===== src/rtl/gray_decoder_tracker_if.sv =====
// Interface between a Gray-coded count source and gray_decoder_tracker.
// The master drives the sample; the slave returns the decode and the tracking flags.
interface gray_decoder_tracker_if #(
    parameter int WIDTH      = 3,
    parameter int WRAP_CNT_W = 4
);
    logic                  En;
    logic [WIDTH-1:0]      GrayIn;
    logic [WIDTH-1:0]      BinOut;
    logic                  OutValid;
    logic                  Dir;
    logic                  StepErr;
    logic                  Error;
    logic                  Overflow;
    logic [WRAP_CNT_W-1:0] WrapCnt;

    modport master (
        output En, GrayIn,
        input  BinOut, OutValid, Dir, StepErr, Error, Overflow, WrapCnt
    );

    modport slave (
        input  En, GrayIn,
        output BinOut, OutValid, Dir, StepErr, Error, Overflow, WrapCnt
    );
endinterface


===== src/rtl/gray_decoder_tracker.sv =====
// Gray-to-binary decoder that checks each step (+1/-1/repeat) and tracks direction and up-wraps.
// 1-cycle latency, no backpressure; optional GRAY_RESYNC_EN makes FAULT relock on the next sample.
module gray_decoder_tracker #(
    parameter int WIDTH      = 3,
    parameter int WRAP_CNT_W = 4
) (
    input  logic                    Clk,
    input  logic                    Reset,
    gray_decoder_tracker_if.slave   bus
);
    typedef enum logic [1:0] {
        EMPTY  = 2'd0,
        LOCKED = 2'd1,
        FAULT  = 2'd2
    } state_t;

    localparam logic [WIDTH-1:0]      ONE_W    = {{(WIDTH-1){1'b0}}, 1'b1};
    localparam logic [WIDTH-1:0]      MAX_W    = {WIDTH{1'b1}};
    localparam logic [WRAP_CNT_W-1:0] ONE_C    = {{(WRAP_CNT_W-1){1'b0}}, 1'b1};
    localparam logic [WRAP_CNT_W-1:0] MAX_C    = {WRAP_CNT_W{1'b1}};

    state_t                  r_state;
    logic [WIDTH-1:0]        r_bin;
    logic                    r_vld;
    logic                    r_dir;
    logic                    r_step_err;
    logic                    r_err;
    logic                    r_ovf;
    logic [WRAP_CNT_W-1:0]   r_wrap;

    state_t                  w_state_nxt;
    logic [WIDTH-1:0]        w_bin_nxt;
    logic                    w_vld_nxt;
    logic                    w_dir_nxt;
    logic                    w_step_err_nxt;
    logic                    w_err_nxt;
    logic                    w_ovf_nxt;
    logic [WRAP_CNT_W-1:0]   w_wrap_nxt;

    logic [WIDTH-1:0]        w_dec;
    logic [WIDTH-1:0]        w_inc;
    logic [WIDTH-1:0]        w_dec_prev;

    // Binary bit i is the XOR of all Gray bits from the MSB down to i.
    for (genvar i = 0; i < WIDTH; i++) begin : g_dec
        assign w_dec[i] = ^bus.GrayIn[WIDTH-1:i];
    end

    assign w_inc      = r_bin + ONE_W;
    assign w_dec_prev = r_bin - ONE_W;

    always_ff @(posedge Clk) begin
        if (Reset) begin
            r_state    <= EMPTY;
            r_bin      <= '0;
            r_vld      <= 1'b0;
            r_dir      <= 1'b0;
            r_step_err <= 1'b0;
            r_err      <= 1'b0;
            r_ovf      <= 1'b0;
            r_wrap     <= '0;
        end else begin
            r_state    <= w_state_nxt;
            r_bin      <= w_bin_nxt;
            r_vld      <= w_vld_nxt;
            r_dir      <= w_dir_nxt;
            r_step_err <= w_step_err_nxt;
            r_err      <= w_err_nxt;
            r_ovf      <= w_ovf_nxt;
            r_wrap     <= w_wrap_nxt;
        end
    end

    always_comb begin
        w_state_nxt    = r_state;
        w_bin_nxt      = r_bin;
        w_vld_nxt      = 1'b0;
        w_dir_nxt      = r_dir;
        w_step_err_nxt = 1'b0;
        w_err_nxt      = r_err;
        w_ovf_nxt      = r_ovf;
        w_wrap_nxt     = r_wrap;

        case (r_state)
            EMPTY: begin
                if (bus.En) begin
                    w_bin_nxt   = w_dec;
                    w_vld_nxt   = 1'b1;
                    w_state_nxt = LOCKED;
                end
            end
            LOCKED: begin
                if (bus.En) begin
                    w_bin_nxt = w_dec;
                    w_vld_nxt = 1'b1;
                    if (w_dec == r_bin) begin
                        w_dir_nxt = r_dir;
                    end else if (w_dec == w_inc) begin
                        w_dir_nxt = 1'b1;
                        if (r_bin == MAX_W) begin
                            w_ovf_nxt = 1'b1;
                            if (r_wrap != MAX_C) begin
                                w_wrap_nxt = r_wrap + ONE_C;
                            end
                        end
                    end else if (w_dec == w_dec_prev) begin
                        w_dir_nxt = 1'b0;
                    end else begin
                        w_step_err_nxt = 1'b1;
                        w_err_nxt      = 1'b1;
                        w_state_nxt    = FAULT;
                    end
                end
            end
            FAULT: begin
                if (bus.En) begin
                    w_bin_nxt = w_dec;
                    w_vld_nxt = 1'b1;
`ifdef GRAY_RESYNC_EN
                    // Sample after a fault becomes the new reference, unchecked.
                    w_state_nxt = LOCKED;
`else
                    w_state_nxt = FAULT;
`endif
                end
            end
            default: begin
                w_state_nxt = EMPTY;
            end
        endcase
    end

    assign bus.BinOut   = r_bin;
    assign bus.OutValid = r_vld;
    assign bus.Dir      = r_dir;
    assign bus.StepErr  = r_step_err;
    assign bus.Error    = r_err;
    assign bus.Overflow = r_ovf;
    assign bus.WrapCnt  = r_wrap;
endmodule


===== src/flat_wrapper.sv =====
// flat-port wrapper written by rule: the top's interface ports become plain ports
module gray_decoder_tracker_flat 
#(
    parameter int WIDTH      = 3,
    parameter int WRAP_CNT_W = 4
)
  (Clk, Reset, bus_En, bus_GrayIn, bus_BinOut, bus_OutValid, bus_Dir, bus_StepErr, bus_Error, bus_Overflow, bus_WrapCnt);
  gray_decoder_tracker_if #(.WIDTH(WIDTH), .WRAP_CNT_W(WRAP_CNT_W)) bus_i ();
  input  logic Clk;
  input  logic Reset;
  input wire logic [$bits(bus_i.En)-1:0] bus_En;
  input wire logic [$bits(bus_i.GrayIn)-1:0] bus_GrayIn;
  output wire logic [$bits(bus_i.BinOut)-1:0] bus_BinOut;
  output wire logic [$bits(bus_i.OutValid)-1:0] bus_OutValid;
  output wire logic [$bits(bus_i.Dir)-1:0] bus_Dir;
  output wire logic [$bits(bus_i.StepErr)-1:0] bus_StepErr;
  output wire logic [$bits(bus_i.Error)-1:0] bus_Error;
  output wire logic [$bits(bus_i.Overflow)-1:0] bus_Overflow;
  output wire logic [$bits(bus_i.WrapCnt)-1:0] bus_WrapCnt;
  assign bus_i.En = bus_En;
  assign bus_i.GrayIn = bus_GrayIn;
  assign bus_BinOut = bus_i.BinOut;
  assign bus_OutValid = bus_i.OutValid;
  assign bus_Dir = bus_i.Dir;
  assign bus_StepErr = bus_i.StepErr;
  assign bus_Error = bus_i.Error;
  assign bus_Overflow = bus_i.Overflow;
  assign bus_WrapCnt = bus_i.WrapCnt;
  gray_decoder_tracker #(.WIDTH(WIDTH), .WRAP_CNT_W(WRAP_CNT_W)) u_core (.Clk(Clk), .Reset(Reset), .bus(bus_i));
endmodule

===== config.mk =====
export PLATFORM = sky130hd
export DESIGN_NAME = gray_decoder_tracker_flat
export DESIGN_NICKNAME = d
export VERILOG_FILES = /design/src/rtl/gray_decoder_tracker_if.sv /design/src/rtl/gray_decoder_tracker.sv /design/src/flat_wrapper.sv
export SDC_FILE = /design/constraint.sdc
export NUM_CORES = 1
export LEC_CHECK = 0
export BUFFER_PORTS_ARGS = -buffer_cell sky130_fd_sc_hd__buf_2
export CORE_MARGIN = 5
export CORE_UTILIZATION = 40
export DETAILED_ROUTE_END_ITERATION = 8
export PLACE_DENSITY = 0.62
export SLEW_MARGIN = 40
export SYNTH_ARGS = -nofsm -noshare
export SYNTH_HDL_FRONTEND = slang
export SYNTH_SLANG_ARGS = --single-unit

===== constraint.sdc =====
create_clock -name Clk -period 3.2 [get_ports Clk]
set_clock_uncertainty 0.15 [all_clocks]
set_input_delay 0.64 -clock Clk [delete_from_list [all_inputs] [get_ports Clk]]
set_output_delay 0.64 -clock Clk [all_outputs]
set_load 0.01 [all_outputs]

==> impl_metrics.tcl, run 1 <==
set metrics [dict create \
    grt_first_pass_wirelength_um 3130 \
    power_frac_seq_pct 39.5 \
    diodes 0 \
    finalSetupViolations 0 \
    hold_start "u_core.bus.Dir" \
    synth_common_cells "dfxtp_1 (14), nor2_1 (10), ha_1 (9)" \
    drcViolationCount 0 \
    synth_most_common_cell "dfxtp_1" \
    clk_latency_ps 270 \
    core_area_sq_um 2210 \
    min_path_cells 2 \
    avgSynthCellArea_sq_um 8.73 \
    clock_sinks 14 \
    postCtsHoldBufs 0 \
    numCtsBuffers 3 \
    grt_max_degree 19 \
    r2r_cells 7 \
    hpwl_um 1560 \
    path_max_fanout 6 \
    r2r_start "u_core.bus.BinOut[0]" \
    final_nets 139 \
    wirelength_um 1930 \
    crit_arrival_ps 2440 \
    place.gp.congestion 0.815 \
    synth_xor_area_share_pct 7.43 \
    antenna_found_initial 0 \
    synthArstFlopShare_pct 0 \
    clkSlewWorstSetupHoldPaths_ps 80 \
    grt-ovfl-total 0 \
    drtPass1Iterations 4 \
    yosys_most_used_dff "dfxtp_1" \
    syn_nets 121 \
    critPathKind "reg2reg" \
    dieWidth_um 58.1 \
    synth_area_leaders "dfxtp_1 (30%), ha_1 (12%), nor2_1 (4.1%)" \
    die-area_sq_um 3380 \
    setup_ws_ps 814 \
    cts_root_buf "clkbuf_4" \
    synth_enable_flop_cells 0 \
    grt_usage_pct 11.9 \
    p_switching_mw 0.190 \
    ys_types 36 \
    grt_pass1_vias 728 \
    synth_compound_area_share_pct 19.5 \
    p_int_mw 0.344 \
    ios 18 \
    cts-resized-gates 0 \
    max_freq_ghz 0.419 \
    reg2reg_slack_ps 810 \
    power_density_nw_per_um2 502 \
    drt_iter0_markers 14 \
    synth_top_family_by_area "simple AND/OR/NAND/NOR gates" \
    hold_path.class "reg2reg" \
    p_leak_nw 0.463 \
    synth_cells 106 \
    hold_violations 0 \
    synthesis.area_sq_um 926 \
    htree_levels 1 \
    floorplan.initialDensity_pct 41.9 \
    slew_viol_final 0 \
    synth-simple-area-share_pct 21.5 \
    status "complete, no violations" \
    vias 834 \
    start_kind "register" \
    antenna_left 0 \
    area_growth_pct 15.0 \
    final.period_utilization_pct 74.6 \
    die_h_um 58.1 \
    pre_cts_slack_ps 740 \
    cts_setup_buffers 0 \
    synth_mux_area_share_pct 4.86 \
    yosys_warnings 0 \
    synth_seq_cells 14 \
    synth_top_area_share_pct 30.3 \
    vias_per_cell 5.52 \
    cts_tree "yes" \
    cp_data_required_time_ps 3260 \
    endpoint_kind "register" \
    worstHoldEndpoint "u_core.bus.Dir" \
    synth_top_area_cell "dfxtp_1" \
    maxCapViolations 0 \
    slew_headroom_pct 63.4 \
    ys_seq_area_share_pct 30.3 \
    drive_gt1_share_pct 22.0 \
    swShare_pct 35.6 \
    timing.rr.end "u_core.bus.WrapCnt[3]" \
    clock_power_share_pct 22.8 \
    clockBufferDepth 2 \
    tns_ps 0 \
    io_buffers 17 \
    core.rowCount 17 \
    peakVddDrop_v 0.000404 \
    wl_per_cell_um 12.8 \
    p_comb_share_pct 37.7 \
    rsz0062_at_grt "false" \
    tightest_slew_ps 548 \
    synthAdderAreaFrac_pct 12.2 \
    fin_crit_ps 2390 \
]
-- power by group through the flow --
| stage | Sequential, mW | Clock [mW] | Combinational, mW |
|---|---|---|---|
| after CTS | 0.211 | 0.126 | 0.200 |
| final | 0.211 | 0.122 | 0.201 |
| after floorplan | 0.217 | 0 | 0.148 |
| after global placement | 0.215 | 0 | 0.192 |
| after global routing | 0.214 | 0.134 | 0.219 |
| after detailed placement | 0.215 | 0 | 0.199 |
-- sequential cells by signal, summed over array words and instances (netlist names) --
| signal | cells |
|---|---|
| u_core.bus.Error | 1 |
| u_core.bus.Overflow | 1 |
| u_core.r_state | 2 |
| u_core.bus.WrapCnt | 4 |
| u_core.bus.OutValid | 1 |
| u_core.bus.StepErr | 1 |
| u_core.bus.BinOut | 3 |
| u_core.bus.Dir | 1 |
-- worst max path at each step --
stage,start,to,cells after the start
after floorplan,u_core.bus.BinOut[0],u_core.bus.WrapCnt[3],7
after global placement,bus_GrayIn[0],u_core.bus.WrapCnt[3],6
after detailed placement,bus_GrayIn[0],u_core.bus.WrapCnt[3],6
after CTS,u_core.bus.BinOut[0],u_core.bus.WrapCnt[3],7
after global routing,u_core.bus.BinOut[0],u_core.bus.WrapCnt[3],7
final,u_core.bus.BinOut[0],u_core.bus.WrapCnt[3],7
-- routing by layer --
metal  share of wire [%]  track usage [%]  vias to the layer above
met4                0.26            0.993                        0
met5                   0                0                        -
met3                 7.2             4.68                        2
li1                    -                -                      417
met2                  50             21.0                       32
met1                  42             14.1                      383
-- critical path, stage by stage (launching register included) --
cell,delay (ps)
dfxtp_1,420
inv_1,100
ha_1,360
nand4b_1,220
mux2i_1,340
o2111ai_4,210
or3_1,390
a21oi_1,140
-- logic make-up (layout without fill, tap and decap cells) --
group	after synthesis	after routing
adders and majority gates	9	9
AOI/OAI and AO/OA	24	24
buffers and inverters	10	27
muxes	4	4
and+or+nand+nor	38	38
xor gates and xnor gates	7	7
DFF	14	14
-- layout by cell type, fill, tap and decap left out, types with 2 or more instances in the layout --
master,instances
a211oi_1,2
a21oi_1,4
a31oi_1,4
and2_1,2
buf_2,17
clkbuf_4,3
dfxtp_1,14
ha_1,9
inv_1,6
mux2i_1,3
nand2_1,5
nand3_1,4
nand4b_1,2
nor2_1,10
nor3_1,4
nor4_1,3
o21ai_0,4
o311ai_0,2
o31ai_1,2
or3_1,3
xnor2_1,4
xor2_1,2
-- final cells by class --
class / instances / area [sq um]
fillers: 231 / 1150
multi-input cells: 82 / 606
flip-flops and latches: 14 / 280
repair buffers: 17 / 85.1
clock buffers: 4 / 36.3
well taps: 28 / 35.0
inverters: 6 / 22.5
-- stage by stage --
stage | total power, mW | std cells | hold WS, ps | area (sq um) | util (%)
after floorplan | 0.365 | 106 | 344 | 926 | -
after detailed placement | 0.415 | 147 | 322 | 1030 | 46.5
after global placement | 0.406 | 147 | 312 | 1030 | 46.5
final | 0.534 | 151 | 331 | 1060 | 48.1
after global routing | 0.567 | 151 | 353 | 1060 | 48.1
after CTS | 0.537 | 151 | 331 | 1060 | 48.1
Power figures use the tool's default switching activity.
==> run 2, diff against run 1 <==
--- a/config.mk
+++ b/config.mk
@@ -5,11 +5,12 @@
 export SDC_FILE = /design/constraint.sdc
 export NUM_CORES = 1
 export LEC_CHECK = 0
+export ABC_AREA = 1
 export BUFFER_PORTS_ARGS = -buffer_cell sky130_fd_sc_hd__buf_2
 export CORE_MARGIN = 5
 export CORE_UTILIZATION = 40
 export DETAILED_ROUTE_END_ITERATION = 8
-export PLACE_DENSITY = 0.62
+export PLACE_DENSITY = 0.64
 export SLEW_MARGIN = 40
 export SYNTH_ARGS = -nofsm -noshare
 export SYNTH_HDL_FRONTEND = slang
==> constraint.sdc (replaced) <==
create_clock -name Clk -period 2 [get_ports Clk]
set_clock_uncertainty 0.15 [all_clocks]
set_input_delay 0.4 -clock Clk [delete_from_list [all_inputs] [get_ports Clk]]
set_output_delay 0.4 -clock Clk [all_outputs]
set_load 0.01 [all_outputs]
==> impl_metrics.tcl, run 2 <==
set metrics [dict create \
    ys_seq_area_share_pct 29.7 \
    place.gp.congestion 0.777 \
    clock_power_share_pct 21.5 \
    multi_input_area_sq_um 637 \
    hold_path.class "in2reg" \
    core.rowCount 17 \
    maxCapViolations 0 \
    synth_common_cells "nand2_1 (22), dfxtp_1 (14), inv_1 (14)" \
    clock_sinks 14 \
    swShare_pct 39.2 \
    synth_area_leaders "dfxtp_1 (30%), ha_1 (12%), nand2_1 (8.8%)" \
    max_freq_ghz 0.534 \
    synthesis.area_sq_um 943 \
    fill_cells 235 \
    fin_crit_ps 1870 \
    vias_per_cell 4.87 \
    numCtsBuffers 3 \
    io_buffers 17 \
    synth_seq_cells 14 \
    p_leak_nw 0.593 \
    final.period_utilization_pct 93.6 \
    holdWs_ps 188 \
    hold_violations 0 \
    setup_ws_ps 128 \
    wirelength_um 1940 \
    cts_tree "yes" \
    critPathKind "reg2reg" \
    antenna_left 0 \
    cp_data_required_time_ps 2030 \
    ios 18 \
    rsz0062_at_grt "false" \
    stdcell_area_sq_um 1130 \
    floorplan.initialDensity_pct 42.2 \
    die_h_um 58.6 \
    vias 833 \
    tns_ps 0 \
    grt_first_pass_wirelength_um 3330 \
    mostFrequentLayoutCells "nand2_1 (21), buf_2 (17), inv_1 (14)" \
    yosys_warnings 0 \
    drt_iter0_markers 24 \
    finalSetupViolations 0 \
    dieWidth_um 58.6 \
    antenna_found_initial 0 \
    instances_no_fill 171 \
    drtPass1Iterations 4 \
    largest_reg_flops 4 \
    regArea_sq_um 285 \
    clk_latency_ps 280 \
    grt_pass1_vias 813 \
    grt_usage_pct 12.8 \
    clkSlewWorstSetupHoldPaths_ps 90 \
    synth_top_area_share_pct 29.7 \
    fin_util_pct 50.8 \
    syn_nets 138 \
    clockBufferDepth 2 \
    power_frac_seq_pct 37.6 \
    synth_enable_flop_cells 0 \
    p_int_mw 0.575 \
    status "complete, no violations" \
    postCtsHoldBufs 0 \
    cts_setup_buffers 0 \
    total_power_mw 0.945 \
    drcViolationCount 0 \
    yosys_most_used_dff "dfxtp_1" \
    final_nets 159 \
    drive_gt1_share_pct 33.6 \
    path_max_fanout 6 \
    power_density_nw_per_um2 833 \
    p_comb_share_pct 40.9 \
    synth_cells 123 \
    p_switching_mw 0.370 \
    area_growth_pct 20.3 \
    synth_most_common_cell "nand2_1" \
    die-area_sq_um 3430 \
    dp_cells 167 \
    peakVddDrop_v 0.000543 \
    slew_headroom_pct 65.9 \
    endpoint_kind "register" \
    layout_commonest_cell "nand2_1" \
    core_area_sq_um 2230 \
    tightest_slew_ps 507 \
    crit_arrival_ps 1900 \
    start_kind "register" \
    grt_max_degree 12 \
    pre_cts_slack_ps 56.7 \
    htree_levels 1 \
    wl_per_cell_um 11.4 \
    synthArstFlopShare_pct 0 \
    avgSynthCellArea_sq_um 7.67 \
    diodes 0 \
    slew_viol_final 0 \
    cts_root_buf "clkbuf_4" \
    hpwl_um 1560 \
    grt-ovfl-total 0 \
    ys_types 23 \
    place_area_sq_um 1060 \
    synth_top_area_cell "dfxtp_1" \
]
[run 2: final timing paths]
kind	slack [ps]	from	cells past startpoint	endpoint
max	130	u_core.bus.BinOut[0]	9	u_core.bus.WrapCnt[2]
min	190	Reset	2	u_core.bus.WrapCnt[3]
max reg2reg	130	u_core.bus.BinOut[0]	9	u_core.bus.WrapCnt[2]
min reg2reg	310	u_core.bus.Error	2	u_core.bus.Error
[run 2: layout make-up]
class                           count  area share (%)
Tap cell                           28            3.09
Inverter                           15            4.96
Clock buffer                        4            3.20
Multi-Input combinational cell     93            56.1
Timing Repair Buffer               17            7.50
Sequential cell                    14            25.1
[run 2: cells by family after synthesis]
| kind of cell | Yosys count | share of synthesized area (%) |
|---|---|---|
| DFF | 14 | 29.7 |
| xor gates and xnor gates | 2 | 1.86 |
| adders and majority gates | 9 | 11.9 |
| and+or+nand+nor | 66 | 41.0 |
| buffers and inverters | 16 | 6.50 |
| AOI/OAI and AO/OA | 16 | 9.02 |
[run 2: per-layer routing]
layer  up-vias  wire length [um]  GRT usage, %
li1        436                 -             -
met1       376               832          13.6
met2        19               979          22.6
met3         2               108          5.04
met4         0                23          4.97
met5         -                 0             0
[run 2: power by group through the flow]
stage,clock (mW),sequential (mW),combinational [mW]
after global routing,0.224,0.359,0.446
after global placement,0,0.356,0.350
after CTS,0.213,0.351,0.372
after detailed placement,0,0.357,0.372
final,0.203,0.355,0.386
after floorplan,0,0.359,0.281
[run 2: critical path, cell delays in order, from the launching register on]
cell and delay (ps):
dfxtp_4 370, ha_1 230, ha_4 220, xor2_2 150, nor2_4 130, nand4_4 140
nor2_8 170, nand3_1 90, nand2_1 70, nor2_1 40
[run 2: repair_timing]
action / 4_1_cts / 5_1_grt
gates resized for setup: 0 / 7
endpoints found under the setup margin: 0 / 5
hold endpoints to repair: 0 / 0
==> run 3, diff against run 2 <==
--- a/config.mk
+++ b/config.mk
@@ -10,7 +10,7 @@
 export CORE_MARGIN = 5
 export CORE_UTILIZATION = 40
 export DETAILED_ROUTE_END_ITERATION = 8
-export PLACE_DENSITY = 0.64
+export PLACE_DENSITY = 0.62
 export SLEW_MARGIN = 40
 export SYNTH_ARGS = -nofsm -noshare
 export SYNTH_HDL_FRONTEND = slang
==> constraint.sdc (replaced) <==
create_clock -name Clk -period 2.3 [get_ports Clk]
set_clock_uncertainty 0.15 [all_clocks]
set_input_delay 0.46 -clock Clk [delete_from_list [all_inputs] [get_ports Clk]]
set_output_delay 0.46 -clock Clk [all_outputs]
set_load 0.01 [all_outputs]
==> impl_metrics.tcl, run 3 (synthesis gave the netlist of run 2 again) <==
set metrics [dict create \
    status "complete, no violations" \
    cp-startpoint "u_core.bus.BinOut[0]" \
    instances_no_fill 171 \
    cts_setup_buffers 0 \
    diodes 0 \
    mostFrequentLayoutCells "nand2_1 (22), buf_2 (17), inv_1 (14), dfxtp_1 (14), nor2_1 (13)" \
    rsz0062_at_grt "false" \
    layout_commonest_cell "nand2_1" \
    vias 820 \
    critPathKind "reg2reg" \
    r2r_start "u_core.bus.BinOut[0]" \
    power_density_nw_per_um2 727 \
    p_leak_nw 0.591 \
    stdcell_area_sq_um 1090 \
    peakVddDrop_v 0.000467 \
    cts-resized-gates 0 \
    start_kind "register" \
    hpwl_um 1500 \
    timing.rr.end "u_core.r_state[1]" \
    swShare_pct 38.7 \
    core.rowCount 17 \
    total_power_mw 0.796 \
    antenna_found_initial 0 \
    clk_latency_ps 280 \
    floorplan.initialDensity_pct 42.2 \
    cts_root_buf "clkbuf_4" \
    ios 18 \
    tns_ps 0 \
    p_comb_share_pct 38.9 \
    crit_arrival_ps 1970 \
    dieWidth_um 58.6 \
    final_nets 159 \
    grt-ovfl-total 0 \
    postCtsHoldBufs 0 \
    grt_pass1_vias 752 \
    drt_iter0_markers 18 \
    slew_viol_final 0 \
    slew_headroom_pct 68.3 \
    grt_usage_pct 11.4 \
    hold_path.class "in2reg" \
    area_growth_pct 16.0 \
    drive_gt1_share_pct 29.4 \
    tightest_slew_ps 472 \
    reg2reg_slack_ps 360 \
    clkSlewWorstSetupHoldPaths_ps 100 \
    endpoint_kind "register" \
    max_freq_ghz 0.515 \
    wirelength_um 1830 \
    r2r_cells 10 \
    finalSetupViolations 0 \
    clock_sinks 14 \
    place.gp.congestion 0.805 \
    vias_per_cell 4.80 \
    crit_end "u_core.r_state[1]" \
    htree_levels 1 \
    io_buffers 17 \
    antenna_left 0 \
    die_h_um 58.6 \
    place_area_sq_um 1060 \
    grt_max_degree 12 \
    drtPass1Iterations 4 \
    core_area_sq_um 2230 \
    cts_tree "yes" \
    dp_cells 167 \
    clockBufferDepth 2 \
    clock_power_share_pct 22.6 \
    largest_reg_flops 4 \
    grt_first_pass_wirelength_um 3020 \
    cp_data_required_time_ps 2320 \
    drcViolationCount 0 \
    path_max_fanout 5 \
    p_int_mw 0.488 \
    wl_per_cell_um 10.7 \
    power_frac_seq_pct 38.5 \
    p_switching_mw 0.308 \
    maxCapViolations 0 \
    hold_violations 0 \
    final.period_utilization_pct 84.5 \
    numCtsBuffers 3 \
    fin_crit_ps 1940 \
    die-area_sq_um 3430 \
]
run 3: layout make-up:
class / count / area (sq um)
sequential: 14 / 280
timing repair buffer: 17 / 85.1
fill: 236 / 1140
clock buffer: 4 / 36.3
multi-input combinational: 93 / 602
tap: 28 / 35.0
inverter: 15 / 56.3
run 3: how the worst min path moves through the flow:
| stage | slack, ps | to | depth (start not counted) | startpoint |
|---|---|---|---|---|
| 3_5_place_dp | 300 | u_core.bus.Error | 2 | u_core.bus.Error |
| 4_1_cts | 240 | u_core.bus.WrapCnt[3] | 2 | Reset |
| 3_3_place_gp | 300 | u_core.bus.Overflow | 2 | u_core.bus.Overflow |
| 2_1_floorplan | 340 | u_core.bus.Error | 2 | u_core.bus.Error |
| 6_report | 250 | u_core.bus.WrapCnt[3] | 2 | Reset |
| 5_1_grt | 250 | u_core.bus.Overflow | 2 | Reset |
run 3: power groups by stage:
stage / registers [mW] / clock network (mW) / logic (mW)
after floorplan: 0.312 / 0 / 0.244
after global placement: 0.311 / 0 / 0.306
after detailed placement: 0.313 / 0 / 0.314
after CTS: 0.307 / 0.186 / 0.314
after global routing: 0.312 / 0.201 / 0.365
final: 0.306 / 0.180 / 0.310
run 3: layer usage:
layer	vias to the layer above	share of wire, %	track usage, %
met1	371	48	13.0
met5	-	0	0
met2	10	47	19.6
li1	435	-	-
met3	4	3.8	2.85
met4	0	1.6	5.30
run 3: stage by stage:
step	hold WS [ps]	util [%]	setup slack, ps
2_1_floorplan	341	-	450
3_3_place_gp	300	47.4	428
3_5_place_dp	296	47.4	366
4_1_cts	244	49.0	354
5_1_grt	249	49.0	188
6_report	247	49.0	357
run 3: critical path: stages (launching register included):
cell	delay [ps]
dfxtp_1	380
ha_1	220
ha_1	280
xor2_1	230
nor2_4	70
nand2_1	120
nand3_2	110
nand2_2	100
nand3_1	70
nand2_1	70
nor2_1	40
